## src/rtl/multiplication.sv

```systemverilog
// Sequential unsigned shift-and-add multiplier: N-bit x N-bit -> 2N-bit product,
// one multiplier bit per TEST/SHIFT pair, result held in DONE until reset.
module multiplication #(
  parameter int N = 4
) (
  input  logic           Clock,
  input  logic           Reset,
  input  logic           Start,
  input  logic [N-1:0]   Multiplicant,
  input  logic [N-1:0]   Multiplier,
  output logic [2*N-1:0] Product
);

  localparam int CW = (N > 1) ? $clog2(N) : 1;
  localparam logic [CW-1:0] LAST = CW'(N - 1);

  typedef enum logic [1:0] {IDLE, TEST, SHIFT, DONE} state_t;

  state_t        state;
  logic [N-1:0]  m, a, q;
  logic          c;
  logic [CW-1:0] count;

  logic [N:0]     sum;
  logic [2*N-1:0] shifted;

  assign sum     = {1'b0, a} + {1'b0, m};
  // {C,A,Q} >> 1 with zero into C: the surviving 2N bits become the new {A,Q}
  assign shifted = {c, a, q[N-1:1]};

  always_ff @(posedge Clock) begin
    if (!Reset) begin
      state   <= IDLE;
      Product <= '0;
      m       <= '0;
      a       <= '0;
      q       <= '0;
      c       <= 1'b0;
      count   <= '0;
    end else begin
      case (state)
        IDLE: begin
          if (Start) begin
            m     <= Multiplicant;
            q     <= Multiplier;
            a     <= '0;
            c     <= 1'b0;
            count <= '0;
            state <= TEST;
          end
        end
        TEST: begin
          if (q[0]) {c, a} <= sum;
          state <= SHIFT;
        end
        SHIFT: begin
          c <= 1'b0;
          a <= shifted[2*N-1:N];
          q <= shifted[N-1:0];
          if (count == LAST) begin
            Product <= shifted;
            state   <= DONE;
          end else begin
            count <= count + 1'b1;
            state <= TEST;
          end
        end
        DONE: state <= DONE;
        default: state <= IDLE;
      endcase
    end
  end

endmodule

```

## config.mk

```make
export PLATFORM = sky130hd
export DESIGN_NAME = multiplication
export DESIGN_NICKNAME = d
export VERILOG_FILES = /design/src/rtl/multiplication.sv
export SDC_FILE = /design/constraint.sdc
export NUM_CORES = 1
export LEC_CHECK = 0
export BUFFER_PORTS_ARGS = -buffer_cell sky130_fd_sc_hd__buf_2
export CAP_MARGIN = 20
export CORE_MARGIN = 3
export CORE_UTILIZATION = 55
export DETAILED_ROUTE_END_ITERATION = 16
export PLACE_DENSITY = 0.82
export SYNTH_ARGS = -nofsm -noshare
export SYNTH_HDL_FRONTEND = slang
export SYNTH_SLANG_ARGS = --single-unit
```

## constraint.sdc

```tcl
create_clock -name Clock -period 2.3 [get_ports Clock]
set_input_delay 0.23 -clock Clock [delete_from_list [all_inputs] [get_ports Clock]]
set_output_delay 0.23 -clock Clock [all_outputs]
set_load 0.01 [all_outputs]
```

* Yosys cells after proc, flatten, opt, wreduce, memory -nomap -nowiden
Cells that the tools add are included.
Widths: inputs -> output; s select.
** Storage, ports and cells
- Input port bits :: 11
- Output and inout port bits :: 8
- Register bits after elaboration :: 25
** Operators by class
- Reduce and logical (&&, ||, !) cells :: 8
- Multiplexer cells :: 14
- Equality and inequality tests :: 7
- Add/sub/neg operators :: 2
** Operators by type and width (number)
- $mux 4 :: 3
- $pmux 4 s3 :: 1
- $mux 2 :: 4
- $pmux 2 s4 :: 1
- $pmux 4 s2 :: 1
- $eq 2x2->1 const B :: 3
- $ne 2x2->1 const B :: 3
- $reduce_and 2->1 :: 3
- $reduce_and 3->1 :: 2
- $add 4x4->5 :: 1
- $pmux 2 s2 :: 1
- $pmux 1 s3 :: 1
- $reduce_bool 3->1 :: 1
- $add 2x1->2 const B :: 1
- $eq 2x1->1 const B :: 1
- $logic_not 2->1 :: 1
- $mux 1 :: 2
- $reduce_bool 2->1 :: 1

* Longest topological paths before layout
- Word-level depth :: 3
- Gate-level depth with buffers :: 7
- Mapped depth without buffers :: 7

* Least setup slack after synthesis
OpenSTA, ideal clock, no wires.
- Path kind :: flip-flop to flip-flop
- Start :: register state[0]
- End :: register a[3]
- Stages on the path, launching flop included :: 8
- Path buffers :: 1
- Slack :: 0.636 ns
- Required time :: 2.171 ns
- Arrival :: 1.535 ns
- Period minus slack after synthesis :: 1.664 ns
- Library setup time :: 0.129 ns
- Cells stage by stage :: dfxtp_1 -> inv_1 -> ha_1 -> buf_4 -> nor2b_4 -> or3_4 -> a22oi_1 -> a311oi_1
** Between the ends
- Longest elaborated chain between the ends :: 3
- Elaborated cells on any way between the ends :: 8
- Those cells by class :: eq/ne (4); mux (1); reduce/logical (3)
** Ends and longest elaborated chain
- from (decl) :: RTL line 19 : state_t state;
- from (signal assigned) :: RTL line 33 : state <= IDLE;
- from (signal assigned) :: RTL line 49 : state <= TEST;
- from (signal assigned) :: RTL line 54 : state <= SHIFT;
- $eq 2x1->1 (tied with other cells) :: RTL line 41 : case (state)
- $ne 2x2->1 (no source line) / $reduce_bool 3->1 (equally long branches)
- $reduce_and 3->1 (no source line)
- to (signal assigned) :: RTL line 53 : if (q[0]) {c, a} <= sum;
- to (signal assigned) :: RTL line 58 : a <= shifted[2*N-1:N];
- to (decl) :: RTL line 20 : logic [N-1:0] m, a, q;
Parallel ways exist; a longest one is shown, timed or not.
A chain may end at the register's enable or synchronous reset.

* Final worst setup path
- Start :: register state[0]
- End :: register count[1]
** Between the ends
- Longest elaborated chain between the ends :: 3
- Elaborated cells on any way between the ends :: 7
- Those cells by class :: eq/ne (3); mux (1); reduce/logical (3)
** Ends and longest elaborated chain
- $eq 2x2->1 / $logic_not 2->1 (equally long branches) :: RTL line 41
- $ne 2x2->1 (no source line) / $reduce_bool 2->1 (equally long branches)
- $reduce_and 3->1 (no source line)
- to (signal assigned) :: RTL line 64 : count <= count + 1'b1;
- to (decl) :: RTL line 22 : logic [CW-1:0] count;
Parallel ways exist; a longest one is shown, timed or not.

==> results.yml <==
power:
  pwr_density_cell_nw_per_um2: 642
  vdd_ir_drop_max_uv: 492
  total_power_w: 0.000875
  power_leakage_nw: 0.545
global_route:
  grt_util_all_layers: 0.207
  grt_antenna_before_repair: 0
  grt_first_pass_wirelength_mm: 4.32
  grt_max_degree: 26
  grt_pass1_vias: 989
  gr-total-overflow: 0
clocking:
  worstSkewPairLatency_ps: 320
  clock_path_buffers: 2
  tritoncts.num_buffers: 3
  ctsResizeCount: 0
  cts_sinks: 25
  cts-root-buf: "clkbuf_4"
  postCtsSetupBuffers: 0
  holdBufCountCts: 0
  clock_tree_from_tritoncts: "built"
  clk_transition_reported_paths_ps: 130
  htreeDepth: 1
layout:
  syn2layout_area_growth_pct: 10.2
  fill_cells: 190
  post_route_cells_drive_above_1_share: 0.156
  finalInstanceArea_um2: 1360
  non_filler_instances: 187
  multiInputGateArea_um2: 687
  count_of_inserted_antenna_diode_cells: 0
  area.sequential_um2: 500
  layout.nets: 183
die:
  placeableCoreArea_um2: 2040
  rows: 16
  pin_count: 19
  die-area_um2: 2850
  die_h_um: 53.4
  start_util: 0.606
  dieWidth_um: 53.4
yosys:
  ys.warnings.count: 0
  synth_cell_types: 32
  post-synth-top-count-cell: "nand2_1"
  synth_area_per_cell_um2: 8.65
  synth_async_sr_flop_share: 0
  seq_area_frac_synth: 0.404
  synth.top_cells.by_area: "dfxtp_1 40%, ha_1 10%, nand2_1 8.8%"
  synth_top_cells_by_count: "29 x nand2_1, 25 x dfxtp_1, 18 x a21oi_1"
  mappedNetlistArea_um2: 1240
  yosys.area.top_type_share: 0.404
  netlist.top_cell.by_area: "dfxtp_1"
  synth_edf_count: 0
  post_synthesis_cells: 143
  dominantRegCellSynth: "dfxtp_1"
  register_bit_count_reported_by_yosys: 25
  syn_nets: 165
critical_path:
  regToRegEndpoint: "count[1]"
  critical_path.reg2reg.startpoint: "state[0]"
  cell_count_of_the_worst_reg_to_reg_path: 6
  cp_data_arrival_time_ps: 2040
  worstPathCellList: "inv_1, ha_1, mux2_2, and3b_1, a22oi_1, nor2_1"
  critPathCaptureType: "flop"
  crit_path_max_fo: 12
  max_stage_delay_ps: 460
  rrSetupSlack_ps: 450
  critical_path_required_ps: 2490
  setup.worst_path.class: "reg -> reg"
  crit_path_launch_type: "flop"
  worst_path_max_delay_cell: "dfxtp_1"
timing:
  worst-slew-pin-transition_ps: 736
  max_freq_mhz: 541
  finalCriticalPeriod_ps: 1850
  drv_slew: 0
  rsz0062_at_grt: "false"
  hold_viol_final: 0
  final.hold.worst_slack_ps: 133
  setup_tns_ps: 0
  slew_headroom: 0.509
  report.final.setup_viol: 0
  min_period_over_period: 0.804
  finalClockSkew_ps: 9.30
placed_design:
  io_buffer_count: 18
  post-place-cells: 183
  hpwl_reported_at_the_end_of_detailed_placement_mm: 1.86
  dpl-instance-area_um2: 1340
  gp_routability_congestion: 0.769
drt:
  detail_route.first_pass.iterations: 5
  route.detailed.drc: 0
  wl_mm: 2.49
  ant_nets: 0
  drt_iter0_markers: 41
  route.vias.total: 1049
  routed_via_density: 5.61
  route.detailed.wl_per_inst_um: 13.3
hold_path:
  timing.hold.worst.class: "in -> reg"
  hold_start: "Multiplicant[2]"
  hold_crit_endpoint: "m[2]"
  min_delay_path_depth: 3
status:
  status: "complete, no violations"
flow_run:
  cap_viol_max_count: 0
[through the flow]
step / util / setup WS, ps
floorplan: - / 636
global placement: 0.655 / 572
detailed placement: 0.655 / 470
CTS: 0.668 / 462
global route: 0.668 / 319
finish: 0.668 / 451
[worst max-delay path: cells and delay by family (launching register included)]
family / cells / cell delay, ps
flops: 1 / 460
mux: 1 / 410
fa+ha+maj: 1 / 370
simple gates: 2 / 250
compound gates: 1 / 140
buf+inv: 1 / 90
[power by group]
group / internal [W] / leakage (nW) / switching (W)
combinational: 0.0000812 / 0.326 / 0.000115
clock: 0.0000680 / 0.0150 / 0.000128
sequential: 0.000459 / 0.203 / 0.0000238
total: 0.000608 / 0.545 / 0.000267
[metal layers]
layer  GRT usage  up-vias  part of all wire
met5           0        -                 0
met4      0.0766        0             0.014
met3      0.0254        4             0.049
met2       0.365       32              0.50
met1       0.251      483              0.44
li1            -      530                 -
[cell families (layout without fill, tap and decap cells)]
kind of cell / Yosys count / count (layout) / share of synthesized area
adder cells (fa/ha/maj): 11 / 11 / 0.117
buffers and inverters: 12 / 29 / 0.0404
multiplexers: 7 / 7 / 0.0576
AO/OA/AOI/OAI: 32 / 32 / 0.157
AND/OR/NAND/NOR: 55 / 55 / 0.216
XOR/XNOR: 1 / 1 / 0.00708
flip-flops: 25 / 25 / 0.404
[registers in the layout, indices dropped and copies added (netlist names)]
| name | flops |
|---|---|
| a | 4 |
| m | 4 |
| state | 2 |
| Product | 8 |
| count | 2 |
| c | 1 |
| q | 4 |
[cell type report]
cell class,instances,share of cell area
clock buffer,4,0.0193
tap,27,0.0248
multi-input combinational,106,0.504
inverter,7,0.0193
timing repair buffer,18,0.0661
sequential,25,0.367
[worst max path at each step]
| stage | startpoint | to | slack (ps) |
|---|---|---|---|
| 5_1_grt | state[0] | a[3] | 320 |
| 4_1_cts | state[0] | a[3] | 460 |
| 2_1_floorplan | state[0] | a[3] | 640 |
| 6_report | state[0] | count[1] | 450 |
| 3_3_place_gp | state[0] | count[1] | 570 |
| 3_5_place_dp | state[0] | count[1] | 470 |
[cell usage in the layout (no fill, tap or decap), types with 3 or more instances in the layout]
cell type  Yosys  layout
clkbuf_4       0       3
buf_2          1      18
a21oi_1       18      18
dfxtp_1       25      25
inv_1          7       7
mux2i_1        6       6
nand3_1        8       8
nand2_1       29      29
ha_1          10      10
nor2_1         7       7
a211oi_1       5       5
No activity file was read; power rests on OpenSTA's default activity.
